<file path="config.mk">
export PLATFORM = sky130hd
export DESIGN_NAME = regfile_init_seq
export DESIGN_NICKNAME = d
export VERILOG_FILES = /design/src/rtl/regfile_init_seq.sv
export SDC_FILE = /design/constraint.sdc
export NUM_CORES = 1
export LEC_CHECK = 0
export CORE_AREA = 2 2 83 85
export CTS_BUF_LIST = sky130_fd_sc_hd__clkbuf_8
export DETAILED_ROUTE_END_ITERATION = 8
export DIE_AREA = 0 0 85 87
export HOLD_SLACK_MARGIN = 0.15
export PLACE_DENSITY = 0.74
export SLEW_MARGIN = 20
export SYNTH_ARGS = -nofsm -noshare
export SYNTH_HDL_FRONTEND = slang
export SYNTH_SLANG_ARGS = --single-unit
</file>
<file path="constraint.sdc">
create_clock -name clk -period 1.4 [get_ports clk]
set_clock_uncertainty 0.2 [all_clocks]
set_input_delay 0.14 -clock clk [delete_from_list [all_inputs] [get_ports clk]]
set_output_delay 0.14 -clock clk [all_outputs]
set_load 0.01 [all_outputs]
</file>
<file path="src/rtl/regfile_init_seq.sv">
// Write-port front end for the register file: loads Xi = i + INIT_OFFSET into X0..X30 after reset or reinit, then forwards writebacks.
// Define REGFILE_INIT_CHECK_EN to add a readback verify pass (CHECK) between initialisation and RUN.
module regfile_init_seq #(
  parameter int           N           = 64,
  parameter int           NREG        = 32,
  parameter logic [N-1:0] INIT_OFFSET = '0
) (
  input  logic         clk,
  input  logic         reset,
  input  logic         wb_we,
  input  logic [4:0]   wb_wa,
  input  logic [N-1:0] wb_wd,
  input  logic         reinit,
  output logic         we3,
  output logic [4:0]   wa3,
  output logic [N-1:0] wd3,
  output logic         stall,
  output logic         init_done,
  output logic         wb_drop,
  output logic [4:0]   ra_chk,
  input  logic [N-1:0] rd_chk,
  output logic         chk_err
);

  typedef enum logic [1:0] {ST_INIT, ST_CHECK, ST_RUN} state_t;

  localparam logic [4:0] LAST_INIT = 5'(NREG - 2);
  localparam logic [4:0] XZR       = 5'(NREG - 1);

  state_t       st, st_nxt;
  logic [4:0]   idx, idx_nxt;
  logic         init_done_nxt, wb_drop_nxt;
  logic [N-1:0] idx_val;

  assign idx_val = {{(N-5){1'b0}}, idx} + INIT_OFFSET;

`ifdef REGFILE_INIT_CHECK_EN
  logic         chk_fail;
  logic [N-1:0] chk_exp;

  // XZR is never written, so the regfile must read it back as zero.
  assign chk_exp = (idx == XZR) ? '0 : idx_val;
`endif

  // NOTE: sequential state uses non-blocking assignments only; reset is synchronous and checked first.
  always_ff @(posedge clk) begin
    if (reset) begin
      st        <= ST_INIT;
      idx       <= '0;
      init_done <= 1'b0;
      wb_drop   <= 1'b0;
    end else begin
      st        <= st_nxt;
      idx       <= idx_nxt;
      init_done <= init_done_nxt;
      wb_drop   <= wb_drop_nxt;
    end
  end

  // NOTE: every output of this block gets a default first so no path leaves a latch behind.
  always_comb begin
    st_nxt        = st;
    idx_nxt       = idx;
    init_done_nxt = init_done;
    wb_drop_nxt   = wb_drop;
    we3           = 1'b0;
    wa3           = '0;
    wd3           = '0;
    stall         = 1'b1;
    ra_chk        = '0;
`ifdef REGFILE_INIT_CHECK_EN
    chk_fail      = 1'b0;
`endif

    case (st)
      ST_INIT: begin
        we3     = 1'b1;
        wa3     = idx;
        wd3     = idx_val;
        idx_nxt = idx + 5'd1;
        if (idx == LAST_INIT) begin
          idx_nxt = '0;
`ifdef REGFILE_INIT_CHECK_EN
          st_nxt  = ST_CHECK;
`else
          st_nxt        = ST_RUN;
          init_done_nxt = 1'b1;
`endif
        end
      end
`ifdef REGFILE_INIT_CHECK_EN
      ST_CHECK: begin
        ra_chk   = idx;
        chk_fail = (rd_chk != chk_exp);
        idx_nxt  = idx + 5'd1;
        if (idx == XZR) begin
          idx_nxt       = '0;
          st_nxt        = ST_RUN;
          init_done_nxt = 1'b1;
        end
      end
`endif
      ST_RUN: begin
        stall = 1'b0;
        we3   = wb_we & (wb_wa != XZR);
        wa3   = wb_wa;
        wd3   = wb_wd;
        // The same-cycle writeback above still lands; the restart takes effect next cycle.
        if (reinit) begin
          st_nxt        = ST_INIT;
          idx_nxt       = '0;
          init_done_nxt = 1'b0;
        end
      end
      default: begin
        st_nxt  = ST_INIT;
        idx_nxt = '0;
      end
    endcase

    if (stall && wb_we) wb_drop_nxt = 1'b1;

    if (reset) begin
      we3    = 1'b0;
      wa3    = '0;
      wd3    = '0;
      stall  = 1'b1;
      ra_chk = '0;
    end
  end

`ifdef REGFILE_INIT_CHECK_EN
  always_ff @(posedge clk) begin
    if (reset)         chk_err <= 1'b0;
    else if (chk_fail) chk_err <= 1'b1;
  end
`else
  logic unused_rd_chk;

  assign chk_err       = 1'b0;
  assign unused_rd_chk = ^rd_chk;
`endif

endmodule
</file>
## Word level (Yosys, flattened, before mapping)

Index checks and enable logic that the tools add are counted.

- Flip-flop bits (word level): 9
- Bits in latches: 0
- Memory bits (writable): 0
- ROM bits: 0
- Input port bits: 137
- Output and inout port bits: 79
- Word-level logic and storage cells: 33
- Memories: 0

- Add/subtract/negate cells: 1
- $mul: 0
- Div/mod/pow operators: 0
- Magnitude comparators: 0
- Equal/unequal tests: 5
- Shifts and indexed selects: 0
- Multiplexer cells: 17
- Bitwise gates (word level): 1
- Reduce and logical (&&, ||, !) cells: 5

Operator list:

| operator | count |
|---|---|
| $pmux 64 s2 | 1 |
| $mux 64 | 1 |
| $pmux 5 s2 | 2 |
| $mux 5 | 3 |
| $add 5x1->5 const B | 1 |
| $eq 5x5->1 const B | 1 |
| $mux 1 | 5 |
| $ne 5x5->1 const B | 1 |
| $mux 2 | 2 |
| $ne 2x2->1 const B | 2 |
| $pmux 1 s2 | 2 |
| $pmux 2 s2 | 1 |
| $reduce_and 3->1 | 1 |
| $eq 2x2->1 const B | 1 |
| $logic_not 2->1 | 1 |
| $reduce_and 2->1 | 1 |
| $reduce_bool 2->1 | 1 |
| $and 1x1->1 | 1 |
| $logic_and 1x1->1 | 1 |

## Depth between registers and ports, before layout

Gate-level depths: netlist (run 1).

- Depth after elaboration: 4
- Mapped depth: 5
- Depth with buffers taken out: 5

## Worst setup path before layout (run 1)

No wires, ideal clock.

- Path kind: reg2reg
- Start: register idx[0]
- End: register idx[1]
- Setup time: 0.064 ns
- Data arrival time: 1.199 ns
- Data required time: 1.136 ns
- Setup slack: -0.063 ns
- Stages on the path, launching flop included: 6
- Path buffers: 0
- Period minus slack after synthesis: 1.463 ns
- Cell sequence: dfxtp_1 > inv_1 > ha_1 > and4_1 > o32a_1 > nor2_1

- Cells in the longest elaborated chain, start to end: 3
- Elaborated cells on any way between the ends: 4
- Classes of those cells: add/sub: 1; eq/ne: 1; mux: 2

Ends and longest elaborated chain:

| item | line | source |
|---|---|---|
| start, declared | 31 | `logic [4:0] idx, idx_nxt;` |
| start signal, assigned | 54 | `idx <= idx_nxt;` |
| $add 5x1->5 / $eq 5x5->1 (equally long branches) | 80, 81 |  |
| $mux 5 (*) | 81 | `if (idx == LAST_INIT) begin` |
| $pmux 5 s2 (*) | 75 | `case (st)` |

Every way passes the cells marked *; elsewhere a longest branch is shown, timed or not.
A chain may end at the register's enable or synchronous reset.

==> results of run 1 <==
==> layer usage <==
layer  global-route usage, %  part of all wire, %
met1                   26.16                   51
met4                   2.165                 0.39
met2                   23.01                   40
met3                   4.455                  8.5
met5                       0                    0
==> stage by stage <==
stage | worst slack (ns) | instance area (um2)
floorplan | -0.01942 | 1030
global placement | -0.6234 | 2530
detailed placement | -0.6039 | 2530
CTS | -0.3219 | 2541
global route | -0.3279 | 2581
finish | -0.2799 | 2581
==> cell usage after synthesis, drive strengths merged <==
master  count  area share, %
nand2      19            7.1
and4        1           0.87
a31oi       1           0.62
ha          2            2.5
a311oi      1           0.87
or3         1           0.62
o21ai       2           0.99
nor2b       1           0.62
conb        1           0.37
buf        17             14
inv         3            1.4
a21oi      15            7.4
a41oi       1            1.6
o32a        1           0.99
nor4b       1           0.87
and2       59             37
dfxtp       7             14
nand3       4            2.5
mux2i       1           0.99
nor2        4            2.2
o211ai      1           0.74
nand2b      3            1.9
==> cell families after synthesis <==
logic type               after synthesis
adder cells (fa/ha/maj)                2
multiplexers                           1
AND/OR/NAND/NOR                       93
other                                  1
AO/OA/AOI/OAI                         22
buffers and inverters                 20
flip-flops                             7
==> flip-flops by register name, indices dropped and copies added (netlist names) <==
name and cells:
idx 5, init_done 1, wb_drop 1
==> worst max-delay path, cell delays in order (launching register included) <==
cell and delay [ns]:
sky130_fd_sc_hd__dfxtp_2 0.35, sky130_fd_sc_hd__inv_4 0.05, sky130_fd_sc_hd__nor2_4 0.13, sky130_fd_sc_hd__buf_6 0.13
sky130_fd_sc_hd__buf_12 0.11, sky130_fd_sc_hd__buf_16 0.11, sky130_fd_sc_hd__and2_4 0.13, sky130_fd_sc_hd__buf_6 0.10
==> repair_timing <==
action | 4_1_cts | 5_1_grt
setup buffers | 5 | 2
pin swaps | 10 | 7
cloned | 3 | 1
resized for setup | 314 | 15
setup endpoints to repair | 76 | 74
==> how the worst max path moves through the flow <==
| stage | from | to | slack (ns) | cells past startpoint |
|---|---|---|---|---|
| 4_1_cts | init_done | wd3[52] | -0.32 | 6 |
| 3_3_place_gp | reset | wd3[62] | -0.62 | 5 |
| 2_1_floorplan | idx[0] | idx[1] | -0.02 | 5 |
| 6_report | init_done | wd3[40] | -0.28 | 7 |
| 3_5_place_dp | reset | wd3[59] | -0.60 | 5 |
| 5_1_grt | init_done | wd3[22] | -0.33 | 7 |
==> report_power, final <==
part | total, W | switching (W) | internal [W]
Sequential | 0.000222 | 0.0000108 | 0.000211
Combinational | 0.000330 | 0.000103 | 0.000227
Clock | 0.000277 | 0.0000875 | 0.000189
Total | 0.000829 | 0.000201 | 0.000628
==> final cells by class <==
type | count | share of cell area [%]
clock inverter | 1 | 0.1454
timing repair buffer | 164 | 57.39
sequential | 7 | 5.574
clock buffer | 3 | 1.600
tap | 80 | 3.878
multi-input combinational | 124 | 30.88
inverter | 3 | 0.5332
==> results.md, run 1 <==
Routing:
- The total iterations of the first detailed-routing run is 4.
- The routed length per placed instance is 17.26 um.
- The overall routed net length is 6.594 mm.
- After the first detailed-routing iteration, the DRC count stood at 35.
- Once detail routing completed, the nets flagged for antenna violations numbered 0.
- The routed layout has 1598 vias.
- The via density per instance is 4.183.
- The remaining routing DRC violations is 0.

Place:
- Once placement completed, the tool counted placed cells totaling 370.
- The sum of net half-perimeters after detailed placement is 4.836 mm.
- The quantity of I/O buffers inserted on ports is 145.
- Routability-driven placement finished with a final weighted congestion of 0.7698.

Power and ir drop:
- The design draws 0.0008290 W.
- The worst-case IR drop observed on VDD is 556.1 uV.
- Summed over all cells, the static leakage comes to 1.233 nW.
- Power spread over the standard cell area amounts to 321.2 nW/um2.

STA:
- The highest clock rate is 0.5953 GHz.
- The total setup violations reported at the end of the flow is 70.
- The final critical path time including I/O delays and setup is 1.680 ns.
- The accumulated negative setup slack is -13.86 ns.
- The max-slew violation count is 0.
- The total count of hold-check failures in the final report is 0.
- The fraction of the cycle the final worst path needs is 120.0%.
- After layout, the worst setup slack is -0.2799 ns.
- The worst hold margin is 0.2689 ns.
- Setup repair after global routing could not meet its margin everywhere.

Worst hold path:
- The count of cells along the worst hold path is 2.
- The worst hold path belongs to the class reg2reg.
- The hold-critical path endpoint is wb_drop.
- The start point of the worst hold path is wb_drop.

Final layout:
- The proportion of layout cells with a drive suffix above 1 is 39.07%.
- For this run, the number of standard cells in the final layout without fillers is 382.
- The diode insertion count for antenna repair is 0.
- The area occupied by registers is 143.9 um2.
- The layout has 694 filler cells.
- The synthesis-to-layout area growth is 155.6%.
- Cells fill 39.30% of the core in the end.
- In the final layout, the multi-input gates occupy 797.0 um2.
- The top cell types in the final layout, fill and taps aside, are 68 x sky130_fd_sc_hd__clkdlybuf4s50_1, 49 x sky130_fd_sc_hd__buf_2, 45 x sky130_fd_sc_hd__and2_1.
- The final layout contains 442 nets.
- Leaving out fill and tap cells, the most frequent cell in the layout is sky130_fd_sc_hd__clkdlybuf4s50_1.

Global route:
- The first-pass GRT wire length is 9.183 mm.
- Entering global routing, the biggest net connects 21 pins.
- The initial antenna violation count came to 0.
- Across every metal layer, demand over resource in global routing totals 16.74%.
- The overflow left after global routing is 0.
- The via count of the first global-routing pass was 1515.

Yosys:
- The post-synthesis area per instance is 6.916 um2.
- Synthesis inferred 7 register bits.
- The synthesized netlist devotes 13.26% of its cell area to compound gates.
- During synthesis, Yosys emitted a total of 0 warnings.
- The mapped netlist covers 1010 um2.
- The share of synthesized area spent on multiplexers is 0.9913%.
- After technology mapping, the gate count stands at 146.
- Yosys mapped the design onto 27 distinct sky130hd cell types.
- The synthesized netlist devotes 53.16% of its cell area to simple gates.
- The post-synthesis share of cell area spent on full adders, half adders and majority gates is 2.478%.
- Summing the areas of all xor and xnor instances in the mapped netlist gives 0% of the synthesized area.
- The dominant combinational cell family by area after synthesis is simple AND/OR/NAND/NOR gates.
- Of the synthesized area, sequential elements account for 13.88%.

Floorplanning:
- The chip width is 85 um.
- Measured along the y axis, the die boundary spans 87 um.
- The die area is 7395 um2.
- The number of ports placed on the die boundary is 216.
- Once the floorplan was initialized, standard cells occupied 15.37% of the core.
- The number of rows created at floorplan is 30.
- The core area is 6569 um2.

Critical path:
- Of all nets on the critical path, the largest fanout is 5.
- The cell depth of the worst flop-to-flop path is 5.
- The worst register-to-register path ends at idx[4].
- The worst endpoint required time is 1.06 ns.
- The worst setup path is launched from a flop.
- The launch point of the worst reg-to-reg path is idx[0].
- The worst path arrival time is 1.34 ns.
- The minimum setup slack among reg-to-reg paths is 0.02 ns.
- The category of the critical setup timing path is reg2out.
- The type of element capturing the critical path is a primary output.

Outcome:
- The final reports fail on setup timing.
- The flow ran to the end, but the final reports show violations.

Clock network:
- The total clock buffers created by CTS is 3.
- TritonCTS built the clock tree.
- The clock tree root driver cell is sky130_fd_sc_hd__clkbuf_8.
- The H-tree depth is 1.
- The worst-skew pair later-pin latency is 0.23 ns.
- Clock-pin slew was measured on the worst setup and hold paths at 0.04 ns.
- In this run the deepest clock path goes through 2 buffers.
- After clock tree synthesis, the flow added hold-fix buffers numbering 0.
- Counting every sink on the clock net gives 7.

Flow run:
- Max-cap violations in this run came to 0.
Power figures use the tool's default switching activity.
==> run 2: changes to the inputs <==
--- a/config.mk
+++ b/config.mk
@@ -5,12 +5,14 @@
 export SDC_FILE = /design/constraint.sdc
 export NUM_CORES = 1
 export LEC_CHECK = 0
-export CORE_AREA = 2 2 83 85
+export CELL_PAD_IN_SITES_DETAIL_PLACEMENT = 1
+export CELL_PAD_IN_SITES_GLOBAL_PLACEMENT = 2
+export CORE_MARGIN = 10
+export CORE_UTILIZATION = 10
 export CTS_BUF_LIST = sky130_fd_sc_hd__clkbuf_8
 export DETAILED_ROUTE_END_ITERATION = 8
-export DIE_AREA = 0 0 85 87
 export HOLD_SLACK_MARGIN = 0.15
-export PLACE_DENSITY = 0.74
+export PLACE_DENSITY_LB_ADDON = 0.1
 export SLEW_MARGIN = 20
 export SYNTH_ARGS = -nofsm -noshare
 export SYNTH_HDL_FRONTEND = slang
==> run 2 against run 1 <==
  * Register-to-register slack improved by 0.03 ns
  * Critical path depth did not move
  * The flow still finishes with violations (setup timing)
  * Design area rose by 20%
  * Total power rose by 1.5%
  * Setup slack got worse by 0.0042 ns
  * Die area rose by 96%
  * Core utilization fell by 7.7 points
  * First-iteration DRC count fell by 26%
  * Count of clock-buffer cells in the layout did not move
  * Sequential share of layout area fell by 0.73 points
  * Via count rose by 1.4%
  * Non-clock buffer count rose by 2
  * Critical endpoint is now wd3[7]
==> results.md, run 2 (synthesis gave the netlist of run 1 again) <==
Outcome:
- The run finished, with violations left.
- The final reports fail on setup timing.

Clock network:
- CTS built an H-tree with a depth of 1.
- In this run the deepest clock path goes through 2 buffers.
- The tree is rooted in a sky130_fd_sc_hd__clkbuf_8.
- The quantity of hold-fixing buffers added after cts is 0.
- The TritonCTS clock tree is yes.
- At the later pin of the worst-skew pair, clock insertion delay measures 0.23 ns.
- The total clock buffers created by CTS is 3.
- The clock drives 7 sinks.
- The clock-pin slew on the worst setup and hold paths is 0.04 ns.

Final layout:
- The library cells used most frequently in the layout, excluding fill and tap cells, are 67 x sky130_fd_sc_hd__clkdlybuf4s50_1, 61 x sky130_fd_sc_hd__buf_6, 52 x sky130_fd_sc_hd__and2_4.
- The flip-flop count of the largest register, all copies and words added is 5.
- In the final layout, the registers with the most flip-flops are idx x5, init_done x1, wb_drop x1.
- Counting flops per register, the top entry is idx.
- Leaving out fill and tap cells, the most frequent cell in the layout is sky130_fd_sc_hd__clkdlybuf4s50_1.
- Once layout is complete, the utilization of the core stands at 31.56%.
- The number of nets in the layout is 444.
- With fillers left out, the area of the finished cells amounts to 3099 um2.
- The proportion of layout cells with a drive suffix above 1 is 55.26%.
- The synthesis-to-layout area growth is 206.9%.

Power and ir drop:
- The analysis attributes to cell leakage a power of 1.336 nW.
- In this run the power density over the cells is 271.6 nW/um2.
- VDD sags by at most 390.7 uV.
- The design draws 0.0008417 W.

Routing:
- The residual antenna-violating net count after detailed routing is 0.
- For this run, design rule violations remaining after detail routing come to 0.
- The pre-antenna-repair detailed-routing pass consisted of 4 iterations.
- For this block, the routed nets add up to 8.570 mm of wire.
- Using the TritonRoute via totals, the vias-per-cell ratio works out to 3.701.
- The starting DRC count in detailed routing is 26.
- The routed length per placed instance is 19.57 um.
- The via count of the routed design is 1621.

Global route:
- The initial antenna violation count was 2.
- The via count of the first global-routing pass was 1759.
- In the global route stage, overall resource usage came out at 11.04%.
- The maximum number of pins on one net before global-route repair is 20.
- The first global-routing pass estimated 12.40 mm of wire.
- For this run the aggregate overflow at the end of global routing stands at 0.

Critical path:
- Tracing the worst setup path back leads to its startpoint at init_done.
- The critical path ends at wd3[7].
- The type of element capturing the critical path is a primary output.
- The category of the critical setup timing path is reg2out.
- STA puts the critical path data required time at 1.06 ns.
- Along the worst path, the maximum fanout reaches 8.
- The launch point of the worst reg-to-reg path is idx[0].
- The minimum setup slack among reg-to-reg paths is 0.05 ns.
- At the worst endpoint, the arrival time is 1.34 ns.
- The launching element type of the critical path is a flop.
- The cell depth of the worst flop-to-flop path is 5.
- The endpoint of the worst register-to-register path is idx[1].

Floorplanning:
- The die area is 14520 um2.
- The number of rows created at floorplan is 36.
- From left edge to right edge, the die measures 120.5 um.
- The die span in y is 120.5 um.
- For this configuration, the core starts out at a cell density of 10.28%.
- For this design the top-level I/O count stands at 216.
- The core area is 9819 um2.

STA:
- The total setup violations reported at the end of the flow is 71.
- The max-slew violation count is 0.
- The worst path uses 120.3% of the clock period.
- The worst hold margin is 0.2690 ns.
- Setup repair after global routing could not meet its margin everywhere.
- The total count of hold-check failures in the final report is 0.
- After layout, the worst setup slack is -0.2841 ns.
- Counting I/O delays and the setup requirement, the final critical path takes 1.684 ns.
- The highest clock rate is 0.5938 GHz.

Flow run:
- Max-cap violations in this run came to 0.

Worst hold path:
- The path category of the worst min-delay check is reg2reg.

Place:
- The worst slack after detailed placement is -0.6884 ns.
- The placer's final routability congestion estimate is 0.7357.
- During placement, the flow inserted port buffers numbering 145.
- The wire-length estimate of the detail-placed layout is 6.823 mm.
- In this run the cell area measured after placement is 2609 um2.
## run 2: cell count changes in the layout (fill, tap and decap cells not counted), moves of 3 or more
cell	delta
sky130_fd_sc_hd__and2_4	+38
sky130_fd_sc_hd__buf_16	+3
sky130_fd_sc_hd__and2_1	-38
sky130_fd_sc_hd__clkdlybuf4s15_2	-6
sky130_fd_sc_hd__buf_2	-38
sky130_fd_sc_hd__buf_6	+44
sky130_fd_sc_hd__dlygate4sd2_1	+3
## run 2: through the flow
stage	TNS [ns]	instances
floorplan	-0.01942	151
global placement	-42.81	423
detailed placement	-42.88	423
CTS	-17.76	438
global route	-19.22	437
finish	-13.82	438
## run 2: repair_timing
item	CTS	global route
cloned	5	0
endpoints found under the setup margin	77	76
pin swaps	41	15
gates resized for setup	389	57
setup buffers	6	1
## run 2: worst min path at each step
stage / slack [ns] / start / cells past startpoint / end
global placement: 0.26 / wb_drop / 2 / wb_drop
finish: 0.27 / wb_drop / 2 / wb_drop
floorplan: 0.08 / wb_we / 2 / wb_drop
detailed placement: 0.26 / wb_drop / 2 / wb_drop
global route: 0.34 / wb_drop / 2 / wb_drop
CTS: 0.28 / wb_drop / 2 / wb_drop
## run 2: final cells by class
| cell class | count | area (um2) |
|---|---|---|
| diodes | 1 | 2.502 |
| clock buffers | 3 | 41.29 |
| clock inverters | 1 | 3.754 |
| fillers | 1184 | 6720 |
| inverters | 3 | 16.27 |
| multi-input cells | 124 | 943.4 |
| flip-flops and latches | 7 | 150.1 |
| well taps | 133 | 166.4 |
| repair buffers | 166 | 1775 |
## run 2: per-layer routing
metal	share of wire [%]	routed length, um	GRT usage, %	up-vias
li1	-	-	-	774
met1	40	3421	12.42	729
met2	47	4016	18.71	109
met3	12	1070	6.142	7
met4	0.55	47	0.6787	2
met5	0.15	13	0	-
## run 2: worst max-delay path, cell delays in order (launching register included)
cell and delay, ns:
sky130_fd_sc_hd__dfxtp_2 0.35, sky130_fd_sc_hd__inv_4 0.04, sky130_fd_sc_hd__nor2_4 0.11, sky130_fd_sc_hd__buf_6 0.13
sky130_fd_sc_hd__buf_8 0.12, sky130_fd_sc_hd__buf_16 0.12, sky130_fd_sc_hd__and2_4 0.13, sky130_fd_sc_hd__buf_6 0.10
## run 2: power by group
part / internal, W / total (W) / switching (W)
registers: 0.000210 / 0.000222 / 0.0000117
clock network: 0.000190 / 0.000289 / 0.0000980
logic: 0.000227 / 0.000331 / 0.000104
==> run 3: changes to the inputs <==
--- a/config.mk
+++ b/config.mk
@@ -13,6 +13,7 @@
 export DETAILED_ROUTE_END_ITERATION = 8
 export HOLD_SLACK_MARGIN = 0.15
 export PLACE_DENSITY_LB_ADDON = 0.1
+export SETUP_SLACK_MARGIN = 0.5
 export SLEW_MARGIN = 20
 export SYNTH_ARGS = -nofsm -noshare
 export SYNTH_HDL_FRONTEND = slang
==> run 3 against run 2 <==
  * The run still ends with setup timing left
  * Largest cell class unchanged
  * Sequential share of layout area fell by 0.50 points
  * Worst hold slack gained 0.067 ns
  * Maximum frequency is 1.3% lower
  * Critical endpoint is now wd3[44]
  * Sequential power about the same
  * First-iteration DRC count grew 130%
  * Critical path type unchanged
  * Wire length is 5.3% higher
  * Die area stayed put
  * Total power is 2.6% higher
==> results.md, run 3 (synthesis gave the netlist of run 1 again) <==
Clock network:
- The H-tree depth is 1.
- The clock-pin slew on the worst setup and hold paths is 0.04 ns.
- The TritonCTS clock tree is yes.
- The worst-skew pair later-pin latency is 0.23 ns.
- In this run the clock root is driven by a sky130_fd_sc_hd__clkbuf_8.
- Counting along the longest clock path gives a buffer depth of 2.
- The number of clock sinks seen by CTS is 7.
- In this run, CTS created clock tree buffers numbering 3.

Routing:
- The total iterations of the first detailed-routing run is 4.
- The via count of the routed design is 1711.
- The starting DRC count in detailed routing is 61.
- The via density per instance is 3.720.
- Wires add up to 9.024 mm.
- After detailed routing, the number of remaining DRC violations is 0.
- In the final routed layout, each cell accounts on average for 19.62 um.
- The residual antenna-violating net count after detailed routing is 0.

STA:
- The slack of the critical path is -0.3056 ns.
- Setup violations remaining at the end of the flow were counted as 77.
- Across all hold checks on the routed design, the worst slack comes to 0.3360 ns.
- The highest clock rate is 0.5863 GHz.
- The fraction of the cycle the final worst path needs is 121.8%.
- Setup repair after global routing could not meet its margin everywhere.
- The max-slew violation count is 0.
- The total count of hold-check failures in the final report came to 0.
- Subtracting the final worst setup slack from the clock period gives 1.706 ns.

Critical path:
- STA classifies the critical path startpoint as a flop.
- Data on the critical path is required at its endpoint by 1.06 ns.
- The cell repeated most along the worst path is sky130_fd_sc_hd__buf_6.
- The setup path with the least slack is of type reg2out.
- Along the worst path, the maximum fanout reaches 9.
- The slowest stage cell on the critical path is sky130_fd_sc_hd__dfxtp_4.
- STA classifies the critical path endpoint as a primary output.
- The delay of the slowest cell on the worst path is 0.36 ns.
- The critical path goes through inv_6, nor2_4, buf_6, buf_12, buf_16, and2_4, buf_6.
- The worst path arrival time is 1.37 ns.
- The cell depth of the worst flop-to-flop path is 6.

Floorplanning:
- The die span in y is 120.5 um.
- The die is 120.5 um wide.
- The number of rows created at floorplan is 36.
- In this run the count of I/O pins placed on the die edge is 216.
- The core area is 9819 um2.
- The die area is 14520 um2.
- The initial utilization of the core area, before any placement, comes to 10.28%.

Power and ir drop:
- The part of the power in the clock network is 32.6%.
- The proportion of power drawn by flip-flops and latches is 25.3%.
- The worst vdd rail ir drop is 574.3 uV.
- For this design the total switching power over the nets is 0.0002179 W.
- The total internal power is 0.0006454 W.
- Net switching is 25.24% of the power.
- The proportion of power drawn by combinational gates is 42.1%.
- The completed layout was analyzed and its total power is 0.0008633 W.
- For this design the static power due to leakage is 1.470 nW.
- The power density relative to cell area is 254.0 nW/um2.

Place:
- The quantity of I/O buffers inserted on ports is 145.
- The sum of net half-perimeters after detailed placement is 7.450 mm.
- At the end of routability-driven placement, the weighted congestion stood at 0.7283.

Final layout:
- The proportion of layout cells with a drive suffix above 1 is 65.34%.
- The library cells used most frequently in the layout, excluding fill and tap cells, are 78 x sky130_fd_sc_hd__buf_6, 71 x sky130_fd_sc_hd__clkdlybuf4s50_1, 59 x sky130_fd_sc_hd__and2_4.
- The number of nets in the layout is 466.
- Leaving out fill and tap cells, the most frequent cell in the layout is sky130_fd_sc_hd__buf_6.
- The flip-flop count of the largest register, all copies and words added is 5.
- In the final layout, the registers with the most flip-flops are idx x5, init_done x1, wb_drop x1.
- Fill cells in the final layout number 1156.
- The synthesis-to-layout area growth is 236.7%.
- The multi-input logic area is 1023 um2.
- The top register by number of flip-flops is idx.
- The share of the core filled with cells is 34.62%.
- The area occupied by registers is 147.6 um2.

Global route:
- The maximum number of pins on one net before global-route repair is 20.
- The first global-routing pass estimated 12.83 mm of wire.
- The initial antenna violation count was 1.
- For this run, the total global-route usage over all layers was measured as 11.56%.
- The via count of the first global-routing pass was 1856.
- The overflow left after global routing is 0.

Outcome:
- The run finished, with violations left.
- The checks that failed: setup timing.

Worst hold path:
- The path class of the tightest hold or removal check is in2reg.
- Along the worst hold path, the cell count comes to 3.

Flow run:
- The max capacitance violation total is 0.
-- run 3: cell count changes in the layout (fill, tap and decap cells not counted), moves of 3 or more --
cell,before,now
sky130_fd_sc_hd__and2_4,52,59
sky130_fd_sc_hd__nand2_1,18,13
sky130_fd_sc_hd__a21oi_2,3,14
sky130_fd_sc_hd__nand2_4,0,5
sky130_fd_sc_hd__buf_6,61,78
sky130_fd_sc_hd__clkdlybuf4s15_2,4,0
sky130_fd_sc_hd__dlygate4sd2_1,6,1
sky130_fd_sc_hd__a21oi_1,12,1
sky130_fd_sc_hd__and2_1,7,0
sky130_fd_sc_hd__buf_12,2,5
sky130_fd_sc_hd__buf_4,8,18
sky130_fd_sc_hd__buf_16,5,2
sky130_fd_sc_hd__clkdlybuf4s50_1,67,71
-- run 3: layer usage --
layer	global-route usage, %	part of all wire [%]
met5	0	0.12
met4	0.2262	0.066
met3	5.165	11
met2	18.81	44
met1	14.53	45
-- run 3: power groups by stage --
stage	Sequential, W	Combinational [W]	Clock, W
2_1_floorplan	0.000224	0.0000853	0
3_3_place_gp	0.000219	0.000347	0
3_5_place_dp	0.000219	0.000350	0
4_1_cts	0.000215	0.000353	0.000290
5_1_grt	0.000220	0.000392	0.000302
6_report	0.000219	0.000363	0.000282
-- run 3: repair_timing --
action,CTS,global route
setup endpoints to repair,80,80
pin swaps,7,11
gates resized for setup,430,23
buffers inserted,22,3
cloned,2,1
hold buffers,0,0
-- run 3: path summary, 6_finish.rpt --
path / from / end / slack (ns)
max: init_done / wd3[44] / -0.31
min: reset / init_done / 0.34
max reg2reg: init_done / idx[2] / -0.21
min reg2reg: wb_drop / wb_drop / 0.38
-- run 3: stage by stage --
step | setup WS [ns] | TNS (ns) | std cells | area (um2)
2_1_floorplan | 0.05852 | 0 | 151 | 1236
3_3_place_gp | -0.7496 | -45.07 | 427 | 2833
3_5_place_dp | -0.7434 | -45.09 | 427 | 2833
4_1_cts | -0.3199 | -18.03 | 455 | 3254
5_1_grt | -0.3701 | -22.65 | 459 | 3397
6_report | -0.3056 | -17.52 | 460 | 3400
-- run 3: worst max-delay path, delay by kind of cell (launching register included) --
kind	cells	cell delay (ns)
flip-flops	1	0.36
buffers and inverters	5	0.50
AND/OR/NAND/NOR	2	0.29
-- run 3: cell type report --
class	instances	area share [%]
clock inverters	1	0.1104
inverters	3	0.6257
well taps	133	4.895
flip-flops and latches	7	4.343
repair buffers	188	58.63
diodes	1	0.07361
multi-input cells	124	30.11
clock buffers	3	1.215
